[src/rtl/k_dsp_issue_if.sv]
// Handshake and ALU bus between the instruction source, the issue stage and the ALU.
// The master side sends instructions and returns ALU results. The slave side is the issue stage.
interface k_dsp_issue_if;
  logic        instr_valid;
  logic        instr_ready;
  logic [15:0] instr;
  logic [31:0] alu_opA;
  logic [31:0] alu_opB;
  logic [2:0]  alu_selector;
  logic        alu_valid;
  logic [31:0] alu_result;
  logic        alu_result_valid;

  modport master (
    output instr_valid, instr, alu_result, alu_result_valid,
    input  instr_ready, alu_opA, alu_opB, alu_selector, alu_valid
  );

  modport slave (
    input  instr_valid, instr, alu_result, alu_result_valid,
    output instr_ready, alu_opA, alu_opB, alu_selector, alu_valid
  );
endinterface

[src/rtl/k_dsp_issue.sv]
// k_dsp_issue: operand issue stage in front of the K_DSP ALU.
// Instructions are buffered in a small FIFO and executed strictly one at a time.
// Each instruction reads an 8x32 register file, is issued to the ALU, and the
// returned result is written back to its destination register.
//
//   state   | meaning
//   --------+---------------------------------------------------------------
//   S_IDLE  | waiting for a FIFO entry; pops it into the instruction register
//   S_ISSUE | one cycle: LOADI writes directly, otherwise strobe alu_valid
//   S_WAIT  | operands held; waiting for alu_result_valid or the timeout
//   S_WB    | one cycle: write the latched result to R[rd]
module k_dsp_issue #(
  parameter int FIFO_DEPTH = 4,
  parameter int WAIT_LIMIT = 64,
  parameter int CNT_W      = 16
) (
  input  logic             clk,
  input  logic             rst,
  k_dsp_issue_if.slave     bus,
  output logic             busy,
  output logic             err,
  output logic [CNT_W-1:0] retired_count,
  input  logic [2:0]       dbg_addr,
  output logic [31:0]      dbg_data
);

  localparam int AW = $clog2(FIFO_DEPTH);
  localparam int TW = $clog2(WAIT_LIMIT + 1);
  localparam logic [2:0] OP_LOADI = 3'b111;

  typedef enum logic [1:0] {S_IDLE, S_ISSUE, S_WAIT, S_WB} state_t;

  state_t           state_q, state_d;
  logic [15:0]      fifo_q [FIFO_DEPTH];
  logic [AW:0]      wr_ptr_q, rd_ptr_q;
  logic             rdy_en_q;
  logic [15:0]      ir_q, ir_d;
  logic [31:0]      rf_q [8];
  logic [31:0]      res_q, res_d;
  logic [TW-1:0]    tmr_q, tmr_d;
  logic             err_q, err_d;
  logic [CNT_W-1:0] ret_q, ret_d;

  logic        empty, full, push, pop;
  logic        rf_we, issue_stb, drive_ops;
  logic [31:0] rf_wdata;
  logic [2:0]  op, rd, rs1, rs2;
  logic [9:0]  imm;

  assign op  = ir_q[15:13];
  assign rd  = ir_q[12:10];
  assign rs1 = ir_q[9:7];
  assign rs2 = ir_q[6:4];
  assign imm = ir_q[9:0];

  // Pointers carry one extra wrap bit so that full and empty can be told apart.
  assign empty = (wr_ptr_q == rd_ptr_q);
  assign full  = (wr_ptr_q[AW] != rd_ptr_q[AW]) && (wr_ptr_q[AW-1:0] == rd_ptr_q[AW-1:0]);
  // rdy_en_q holds instr_ready low during reset and lets it rise on the first clock afterwards.
  assign bus.instr_ready = rdy_en_q && !full;
  assign push = bus.instr_valid && bus.instr_ready;

  // FIFO pointers and the ready enable.
  always_ff @(posedge clk or posedge rst) begin
    if (rst) begin
      wr_ptr_q <= '0;
      rd_ptr_q <= '0;
      rdy_en_q <= 1'b0;
    end else begin
      rdy_en_q <= 1'b1;
      if (push) wr_ptr_q <= wr_ptr_q + 1'b1;
      if (pop)  rd_ptr_q <= rd_ptr_q + 1'b1;
    end
  end

  // FIFO storage. It needs no reset because the pointers mark which entries are valid.
  always_ff @(posedge clk) begin
    if (push) fifo_q[wr_ptr_q[AW-1:0]] <= bus.instr;
  end

  // FSM state register and the per-instruction datapath registers.
  always_ff @(posedge clk or posedge rst) begin
    if (rst) begin
      state_q <= S_IDLE;
      ir_q    <= '0;
      res_q   <= '0;
      tmr_q   <= '0;
      err_q   <= 1'b0;
      ret_q   <= '0;
    end else begin
      state_q <= state_d;
      ir_q    <= ir_d;
      res_q   <= res_d;
      tmr_q   <= tmr_d;
      err_q   <= err_d;
      ret_q   <= ret_d;
    end
  end

  // Next-state logic, FIFO pop, register-file write and the issue strobe.
  always_comb begin
    state_d   = state_q;
    ir_d      = ir_q;
    res_d     = res_q;
    tmr_d     = tmr_q;
    err_d     = err_q;
    ret_d     = ret_q;
    pop       = 1'b0;
    rf_we     = 1'b0;
    rf_wdata  = res_q;
    issue_stb = 1'b0;
    case (state_q)
      S_IDLE: begin
        if (!empty) begin
          pop     = 1'b1;
          ir_d    = fifo_q[rd_ptr_q[AW-1:0]];
          state_d = S_ISSUE;
        end
      end
      S_ISSUE: begin
        if (op == OP_LOADI) begin
          rf_we    = 1'b1;
          rf_wdata = {22'd0, imm};
          ret_d    = ret_q + 1'b1;
          state_d  = S_IDLE;
        end else begin
          issue_stb = 1'b1;
          tmr_d     = TW'(WAIT_LIMIT - 1);
          state_d   = S_WAIT;
        end
      end
      S_WAIT: begin
        if (bus.alu_result_valid) begin
          res_d   = bus.alu_result;
          state_d = S_WB;
        end else if (tmr_q == '0) begin
          err_d   = 1'b1;
          state_d = S_IDLE;
        end else begin
          tmr_d = tmr_q - 1'b1;
        end
      end
      S_WB: begin
        rf_we    = 1'b1;
        rf_wdata = res_q;
        ret_d    = ret_q + 1'b1;
        state_d  = S_IDLE;
      end
      default: state_d = S_IDLE;
    endcase
  end

  // Register file. R0 is never written, so it always reads as zero.
  always_ff @(posedge clk or posedge rst) begin
    if (rst) begin
      for (int i = 0; i < 8; i++) rf_q[i] <= '0;
    end else if (rf_we && (rd != 3'd0)) begin
      rf_q[rd] <= rf_wdata;
    end
  end

  // Execution is serial, so nothing writes the register file during WAIT.
  // Reading the operands straight from the register file therefore keeps them stable for the ALU.
  assign drive_ops        = ((state_q == S_ISSUE) || (state_q == S_WAIT)) && (op != OP_LOADI);
  assign bus.alu_opA      = drive_ops ? rf_q[rs1] : '0;
  assign bus.alu_opB      = drive_ops ? rf_q[rs2] : '0;
  assign bus.alu_selector = drive_ops ? op : 3'd0;
  assign bus.alu_valid    = issue_stb;

  assign busy          = (state_q != S_IDLE) || !empty;
  assign err           = err_q;
  assign retired_count = ret_q;
  assign dbg_data      = rf_q[dbg_addr];

endmodule

[src/flat_wrapper.sv]
// flat-port wrapper written by rule: the top's interface ports become plain ports
module k_dsp_issue_flat 
#(
  parameter int FIFO_DEPTH = 4,
  parameter int WAIT_LIMIT = 64,
  parameter int CNT_W      = 16
)
  (clk, rst, busy, err, retired_count, dbg_addr, dbg_data, bus_instr_valid, bus_instr, bus_alu_result, bus_alu_result_valid, bus_instr_ready, bus_alu_opA, bus_alu_opB, bus_alu_selector, bus_alu_valid);
  k_dsp_issue_if bus_i ();
  input  logic clk;
  input  logic rst;
  output logic busy;
  output logic err;
  output logic [CNT_W-1:0] retired_count;
  input  logic [2:0] dbg_addr;
  output logic [31:0] dbg_data;
  input wire logic [$bits(bus_i.instr_valid)-1:0] bus_instr_valid;
  input wire logic [$bits(bus_i.instr)-1:0] bus_instr;
  input wire logic [$bits(bus_i.alu_result)-1:0] bus_alu_result;
  input wire logic [$bits(bus_i.alu_result_valid)-1:0] bus_alu_result_valid;
  output wire logic [$bits(bus_i.instr_ready)-1:0] bus_instr_ready;
  output wire logic [$bits(bus_i.alu_opA)-1:0] bus_alu_opA;
  output wire logic [$bits(bus_i.alu_opB)-1:0] bus_alu_opB;
  output wire logic [$bits(bus_i.alu_selector)-1:0] bus_alu_selector;
  output wire logic [$bits(bus_i.alu_valid)-1:0] bus_alu_valid;
  assign bus_i.instr_valid = bus_instr_valid;
  assign bus_i.instr = bus_instr;
  assign bus_i.alu_result = bus_alu_result;
  assign bus_i.alu_result_valid = bus_alu_result_valid;
  assign bus_instr_ready = bus_i.instr_ready;
  assign bus_alu_opA = bus_i.alu_opA;
  assign bus_alu_opB = bus_i.alu_opB;
  assign bus_alu_selector = bus_i.alu_selector;
  assign bus_alu_valid = bus_i.alu_valid;
  k_dsp_issue #(.FIFO_DEPTH(FIFO_DEPTH), .WAIT_LIMIT(WAIT_LIMIT), .CNT_W(CNT_W)) u_core (.clk(clk), .rst(rst), .bus(bus_i), .busy(busy), .err(err), .retired_count(retired_count), .dbg_addr(dbg_addr), .dbg_data(dbg_data));
endmodule
[config.mk]
export PLATFORM = sky130hd
export DESIGN_NAME = k_dsp_issue_flat
export DESIGN_NICKNAME = d
export VERILOG_FILES = /design/src/rtl/k_dsp_issue_if.sv /design/src/rtl/k_dsp_issue.sv /design/src/flat_wrapper.sv
export SDC_FILE = /design/constraint.sdc
export NUM_CORES = 1
export LEC_CHECK = 0
export ABC_AREA = 1
export CAP_MARGIN = 10
export CORE_ASPECT_RATIO = 0.8
export CORE_MARGIN = 10
export CORE_UTILIZATION = 35
export DETAILED_ROUTE_END_ITERATION = 7
export HOLD_SLACK_MARGIN = 0.03
export SYNTH_ARGS = -nofsm -noshare
export SYNTH_HDL_FRONTEND = slang
export SYNTH_SLANG_ARGS = --single-unit
[constraint.sdc]
create_clock -name clk -period 24.5 [get_ports clk]
set_input_delay 3.675 -clock clk [delete_from_list [all_inputs] [get_ports clk]]
set_output_delay 3.675 -clock clk [all_outputs]
set_load 0.01 [all_outputs]
==> results.sh <==
export IMPL_outcome="finished clean"
export IMPL_r2r_slack_ns=21.31
export IMPL_path_clk_slew_ns=0.06
export IMPL_drt_iter0_drc=1827
export IMPL_cp_required_ns=20.82
export IMPL_cts_root_buf="clkbuf_16"
export IMPL_vias_per_cell=5.15
export IMPL_start_kind="input pin"
export IMPL_grt_busiest_layer="met2"
export IMPL_wire_per_inst_um=18.4
export IMPL_fin_crit_ns=10.18
export IMPL_synth_edf_count=64
export IMPL_row_count=82
export IMPL_setup_viol_count_final=0
export IMPL_async_flop_share=0.840
export IMPL_syn_to_final_growth_pct=15.7
export IMPL_clock_latency_ns=0.59
export IMPL_final_max_slew_viol_count=0
export IMPL_fin_crit_sh=0.416
export IMPL_io_pin_count=174
export IMPL_use_met2=0.287
export IMPL_cts_tree="built"
export IMPL_worst_pin_slew_ns=1.14
export IMPL_clk_path_buf_depth=3
export IMPL_htree_levels=2
export IMPL_drc=0
export IMPL_yosysTopAreaCellShare=0.378
export IMPL_synthesis_nets=3062
export IMPL_netlist_area_um2=22300
export IMPL_gr_usage_met3=0.0341
export IMPL_r2r_cells=8
export IMPL_reg2reg_to="u_core.retired_count[8]"
export IMPL_dpl_hpwl_um=42300
export IMPL_layout_common_cells="nand2_1, o21ai_0, dfrtp_1, nor2_1, a21oi_1"
export IMPL_power_leakage_nw=11.3
export IMPL_peakVddDrop_uv=63.9
export IMPL_synth_cells=2994
export IMPL_crit_type="input pin to primary output"
export IMPL_die_height_um=246
export IMPL_fp_dieArea_um2=74300
export IMPL_maxSlewHeadroom=0.235
export IMPL_totalWireLength_um=71000
export IMPL_numCtsBuffers=45
export IMPL_core_um2=62900
export IMPL_ant_nets=0
export IMPL_synthDistinctLibCells=33
export IMPL_crit_fanout=105
export IMPL_min_path_cells=0
export IMPL_ctsResizeCount=0
export IMPL_antenna_cells=0
export IMPL_r2r_start="u_core.state_q[1]"
export IMPL_finalClockSkew_ns=0.0241
export IMPL_grt_pass1_wl_um=111000
export IMPL_ys_seq_elements=401
export IMPL_grtUsageTotal=0.187
export IMPL_fin_setup_tns_ns=0
export IMPL_rsz0062_at_grt="false"
export IMPL_finalPower_mw=3.40
export IMPL_arrival_ns=6.51
export IMPL_layout_commonest_cell="nand2_1"
export IMPL_hold_viol_final=0
export IMPL_cap_viol_max_count=0
export IMPL_seq_area_frac_synth=0.464
export IMPL_hold_buffers=0
export IMPL_antenna_found_initial=2
export IMPL_yosysTopAreaCell="dfrtp_1"
export IMPL_gp_congestion=0.798
export IMPL_cts_setup_buffers=0
export IMPL_syn_avg_cell_area_um2=7.45
export IMPL_min_to="u_core.rf_q[243]"
export IMPL_nFillCells=6387
export IMPL_power_density_nw_per_um2=132
export IMPL_nets=3058
export IMPL_drive_gt1_frac=0.0532
export IMPL_yosys_warnings=0
export IMPL_hp_class="register to register"
export IMPL_synthFlopType="dfrtp_1"
export IMPL_grt_pass1_vias=18600
export IMPL_critPathCaptureType="primary output"
export IMPL_grt_ovfl_total=0
export IMPL_hp_start="u_core.rf_q[243]"
export IMPL_portBuffers=173
export IMPL_vias=19900
export IMPL_cts_sinks=401
export IMPL_grt_max_degree=154
export IMPL_met1_usage=0.272
export IMPL_synth_area_top_cells="dfrtp_1, nand2_1, o21ai_0"
export IMPL_dr_pass1_iters=6
export IMPL_max_freq_mhz=98.2
export IMPL_start_util=0.355
export IMPL_die_w_um=302
cell families after synthesis:
kind of cell,Yosys count,share of synthesized area
simple gates,1217,0.215
fa+ha+maj,13,0.00729
xor+xnor,12,0.00471
flops,401,0.464
mux,32,0.0162
compound gates,890,0.215
buf+inv,428,0.0772
other cells,1,0.000168
where the power goes:
group	switching [mW]	total (mW)	internal (mW)
clock network	0.289	0.712	0.422
logic	0.972	1.57	0.594
registers	0.238	1.12	0.886
total	1.50	3.40	1.90
final cells by class:
class | instances | area [um2] | area share
tap | 840 | 1050 | 0.0407
multi-input combinational | 2165 | 10200 | 0.397
timing repair buffer | 197 | 1910 | 0.0742
sequential | 401 | 10400 | 0.402
clock inverter | 19 | 278 | 0.0108
clock buffer | 63 | 1250 | 0.0486
inverter | 180 | 688 | 0.0267
synth_stat cells, types with 21 or more instances:
library cell  instances
buf_2                84
nor2_1              253
o211ai_1            128
o21ai_1             164
inv_1               175
mux2_2               32
a21oi_1             193
nand2_1             844
buf_1                21
nand3_1              90
dfrtp_1             337
clkbuf_1            141
o21ai_0             388
edfxtp_1             64
critical path, stage by stage:
cell,delay (ns)
buf_4,0.63
buf_4,0.87
o21ai_0,0.15
o21ai_0,0.25
nand2_1,0.07
nand2_1,0.18
clkdlybuf4s50_1,0.57
sequential cells by signal, summed over array words and instances (netlist names), 3 cells and up:
register / cells
u_core.fifo_q: 64
u_core.ir_q: 16
u_core.rd_ptr_q: 3
u_core.res_q: 32
u_core.retired_count: 16
u_core.rf_q: 256
u_core.tmr_q: 7
u_core.wr_ptr_q: 3
through the flow:
step / worst slack [ns] / hold WS, ns / std cells / utilization / cell area, um2
after floorplan: 11.49 / 0.449 / 2994 / - / 22300
after global placement: 14.40 / 0.403 / 3783 / 0.386 / 24300
after detailed placement: 14.39 / 0.399 / 3783 / 0.386 / 24300
after CTS: 14.39 / 0.411 / 3865 / 0.410 / 25800
after global routing: 14.04 / 0.421 / 3865 / 0.410 / 25800
final: 14.32 / 0.408 / 3865 / 0.410 / 25800
per-layer routing:
metal  wire [um]  vias to the layer above
li1            -                     9934
met1       33900                     9252
met2       31000                      648
met3        5000                       74
met4        1030                        0
met5           0                        -
worst max-delay path by stage:
stage          slack, ns      endpoint         from  cells after the start
2_1_floorplan      11.49    u_core.err          rst                      1
3_3_place_gp       14.40  dbg_data[31]  dbg_addr[0]                      7
3_5_place_dp       14.39  dbg_data[31]  dbg_addr[0]                      7
4_1_cts            14.39  dbg_data[31]  dbg_addr[0]                      7
5_1_grt            14.04  dbg_data[27]  dbg_addr[0]                      7
6_report           14.32  dbg_data[30]  dbg_addr[0]                      7
Power figures use the tool's default switching activity.
==> patch 1: new RTL, same settings <==
Encoding of `state_t`: now one-hot (4 bits for 4 states).
--- a/src/rtl/k_dsp_issue.sv
+++ b/src/rtl/k_dsp_issue.sv
@@ -30,3 +30,3 @@
 
-  typedef enum logic [1:0] {S_IDLE, S_ISSUE, S_WAIT, S_WB} state_t;
+  typedef enum logic [3:0] {S_IDLE = 4'b0001, S_ISSUE = 4'b0010, S_WAIT = 4'b0100, S_WB = 4'b1000} state_t;
 
Formal check against the unedited RTL: same outputs for any inputs over 4 cycles, from zero or initial values and one cycle with rst high; so few cycles prove little.
==> patch 1 against the unedited design <==
Total power is 15% lower. Sequential cell count grew 2. Final area is 1.8% higher. Wire length rose by 14%. Worst setup slack worse by 0.035 ns. First-iteration DRC count rose by 42%. Clock skew grew 0.0095 ns. Synthesized area grew 1.5%. Combinational power down 25%. Highest routed layer unchanged.
==> patch 1: results (changes against the unedited design) <==
initial antenna violation count=0 (was 2); # fillers=6677 (was 6387); Synth Area in Compound Gates=0.2066 (was 0.2151); Critical Path Max Stage Delay=0.91 ns (was 0.87 ns); r2r setup slk=20.22 ns (was 21.31 ns); Crit Path Max Fanout=110 (was 105); gpl congestion=0.8322 (was 0.7976); WL final=80.65 mm (was 70.97 mm); cts bufs inserted=46 (was 45); syn nets=3203 (was 3062); Post-DP HPWL=46.75 mm (was 42.26 mm); Seq/Total Area, Yosys=0.4594 (was 0.4642); skew final=0.03359 ns (was 0.02407 ns); maximum vdd ir drop=0.07730 mV (was 0.06394 mV); Psw=1.260 mW (was 1.500 mW); Synth top area share=0.3734 (was 0.3781); Inverters, non-clock=192 (was 180); fraction of area in multi-input gates=0.3980 (was 0.3970); hold path endpoint=u_core.rf_q[242]$_DFFE_PP0P_ (was u_core.rf_q[243]$_DFFE_PP0P_); Mean Syn Cell Area=7.214 um2 (was 7.450 um2); layout cells sized above 1=0.04636 (was 0.05322); Post-Synth XOR/XNOR Area=0.006573 (was 0.004712); hold path startpoint=u_core.rf_q[242]$_DFFE_PP0P_ (was u_core.rf_q[243]$_DFFE_PP0P_); Detailed Route Iter0 Violations=2595 (was 1827); vias in the first global route=19690 (was 18581); crit path DAT=6.54 ns (was 6.51 ns); Post-synth top cells=nand2_1 (831), o21ai_0 (530), nor2_1 (448) (was nand2_1 (844), o21ai_0 (388), dfrtp_1 (337)); ClkCell Share=0.06220 (was 0.05936); Post-Place Cells=3938 (was 3783); clkbuf count=62 (was 63); Non-CTS buffers=204 (was 197); worst r2r path cells=10 (was 8); FF+latch area=10420 um2 (was 10370 um2); NonClk Buf Share=0.07487 (was 0.07420); outcome=finished clean (unchanged); via/cell ratio=5.351 (was 5.151); largest net degree at the start of global routing=151 (was 154); Pleak=11.86 nW (was 11.29 nW); Reg-to-Reg Start=u_core.ir_q[13]$_DFFE_PP0P_ (was u_core.state_q[1]$_DFFE_PP0P_); Clk. pwr=0.755 mW (was 0.712 mW); ys async rst share=0.8412 (was 0.8404); leading post-synthesis cells by cell area=dfrtp_1 (37%), nand2_1 (14%), o21ai_0 (12%) (was dfrtp_1 (38%), nand2_1 (14%), o21ai_0 (8.7%)); Design Area, Final=26270 um2 (was 25800 um2); Power, Total=2.889 mW (was 3.403 mW); first-pass GRT wire length=123.8 mm (was 111.2 mm); routed len/inst=20.06 um (was 18.36 um); Placed Area=24640 um2 (was 24270 um2); drt pass-1 iters=5 (was 6); multiplexer area fraction after synthesis=0 (was 0.01615)
-- patch 1: changes by cell type in the layout (fill, tap and decap cells not counted), moves of 7 or more --
cell,delta
a211oi_1,+22
a21oi_1,-85
buf_4,+7
mux2_2,-32
nand2_1,-14
nand3_1,+15
nor2_1,+196
o21ai_0,+142
o21ai_1,-101
o22ai_1,-16
-- patch 1: worst max-delay path by stage --
| stage | start | end | cells after the start |
|---|---|---|---|
| 5_1_grt | dbg_addr[0] | dbg_data[11] | 7 |
| 6_report | dbg_addr[0] | dbg_data[29] | 7 |
| 3_5_place_dp | dbg_addr[0] | dbg_data[10] | 7 |
| 4_1_cts | dbg_addr[0] | dbg_data[10] | 7 |
| 3_3_place_gp | dbg_addr[0] | dbg_data[29] | 7 |
| 2_1_floorplan | rst | u_core.err$_DFFE_PP0P_ | 1 |
-- patch 1: routing by layer --
metal	track usage	wire, um
met2	0.3091	34330
met3	0.03933	7207
met5	0	0
met4	0.04869	1478
met1	0.3004	37630
==> patch 2: new RTL, same settings <==
Without the edit above. `FIFO_DEPTH` is set to 4 in 2 places; all go to 8.
--- a/src/rtl/k_dsp_issue.sv
+++ b/src/rtl/k_dsp_issue.sv
@@ -12,3 +12,3 @@
 module k_dsp_issue #(
-  parameter int FIFO_DEPTH = 4,
+  parameter int FIFO_DEPTH = 8,
   parameter int WAIT_LIMIT = 64,
--- a/src/flat_wrapper.sv
+++ b/src/flat_wrapper.sv
@@ -3,3 +3,3 @@
 #(
-  parameter int FIFO_DEPTH = 4,
+  parameter int FIFO_DEPTH = 8,
   parameter int WAIT_LIMIT = 64,
Check against the original RTL: same outputs for any inputs over 4 cycles, from zero or initial values and one cycle with rst high; that may be too few to reach the edited logic, so the function may still have changed.
==> patch 2 against the unedited design <==
Non-clock buffer count rose by 14. Clock skew up 0.027 ns. Final area grew 12%. Wire length grew 15%. Sequential power increased by 8%. Sequential cell count is 66 higher. Hold slack improved by 0.0058 ns. Synthesized area rose by 13%. Total power up 6.7%. Worst setup slack improved by 0.16 ns. Die area rose by 12%. Critical endpoint is now dbg_data[1]. Largest power group unchanged.
==> patch 2: results (changes against the unedited design) <==
outcome=finished clean (unchanged); leading post-synthesis cells by cell area=dfrtp_1 (34%), edfxtp_1 (15%), nand2_1 (13%) (was dfrtp_1 (38%), nand2_1 (14%), o21ai_0 (8.7%)); met1 usage=0.2726 (was 0.2718); DR top layer=met5 (was met4); hold_ws=0.4140 ns (was 0.4082 ns); M3 GR Usage=0.04804 (was 0.03413); first-pass GRT wire length=125.6 mm (was 111.2 mm); Tightest Pin Transition=1.256 ns (was 1.143 ns); skew final=0.05073 ns (was 0.02407 ns); Post-DP HPWL=47.20 mm (was 42.26 mm); met2 wire length=34.70 mm (was 31.00 mm); Reg-to-Reg Start=u_core.rd_ptr_q[1]$_DFFE_PP0P_ (was u_core.state_q[1]$_DFFE_PP0P_); Pleak=12.20 nW (was 11.29 nW); crit path DAT=6.34 ns (was 6.51 ns); maximum vdd ir drop=0.06773 mV (was 0.06394 mV); gpl congestion=0.8022 (was 0.7976); WL final=81.67 mm (was 70.97 mm); FF-to-FF End=u_core.fifo_q[4][3]$_DFFE_PP_ (was u_core.retired_count[8]$_DFFE_PP0P_); DR WL met3=7.667 mm (was 4.995 mm); GR Util met2=0.2826 (was 0.2866); cells after synthesis=3254 (was 2994); Post-synth top cells=nand2_1 (895), o21ai_0 (550), dfrtp_1 (339) (was nand2_1 (844), o21ai_0 (388), dfrtp_1 (337)); Placed Area=27170 um2 (was 24270 um2); EDFF count, synth=128 (was 64); hold path endpoint=u_core.rf_q[246]$_DFFE_PP0P_ (was u_core.rf_q[243]$_DFFE_PP0P_); Metal-1 WL=37.90 mm (was 33.95 mm)
## patch 2: worst max path at each step
stage                      startpoint                endpoint  depth (start not counted)
after global routing      dbg_addr[0]             dbg_data[7]                          7
after CTS                 dbg_addr[0]             dbg_data[0]                          8
after detailed placement  dbg_addr[0]             dbg_data[0]                          8
after floorplan                   rst  u_core.err$_DFFE_PP0P_                          1
after global placement    dbg_addr[0]             dbg_data[1]                          8
final                     dbg_addr[0]             dbg_data[1]                          8
## patch 2: report_power, final
part / internal (mW) / leakage, nW / total [mW] / switching (mW)
registers: 0.990 / 5.66 / 1.21 / 0.225
logic: 0.571 / 5.66 / 1.58 / 1.01
clock network: 0.498 / 0.883 / 0.838 / 0.340
total: 2.06 / 12.2 / 3.63 / 1.57
## patch 2: worst reg2reg max path, cell delays in order, from the launching register on
cell and delay (ns):
dfrtp_1 0.33, buf_4 0.39, clkinv_2 0.62, nand2_1 0.22, nand2_1 0.11, nand4_2 0.17, nand3_1 0.33, nor2_1 0.83
buf_4 0.36
## patch 2: cell type report
| cell class | instances | area, um2 |
|---|---|---|
| fill | 7144 | 41990 |
| inverter | 157 | 600.6 |
| clock buffer | 76 | 1491 |
| tap | 934 | 1169 |
| timing repair buffer | 211 | 2007 |
| sequential | 467 | 12350 |
| clock inverter | 20 | 329.1 |
| multi-input combinational | 2366 | 11050 |
## patch 2: cells by family after synthesis
logic type      after synthesis  synth area share
fa+ha+maj                    10          0.004957
buf+inv                     421           0.07396
other cells                   1         0.0001486
simple gates               1333            0.2096
mux                          32           0.01428
xor+xnor                     14          0.004858
compound gates              976            0.2038
flops                       467            0.4884
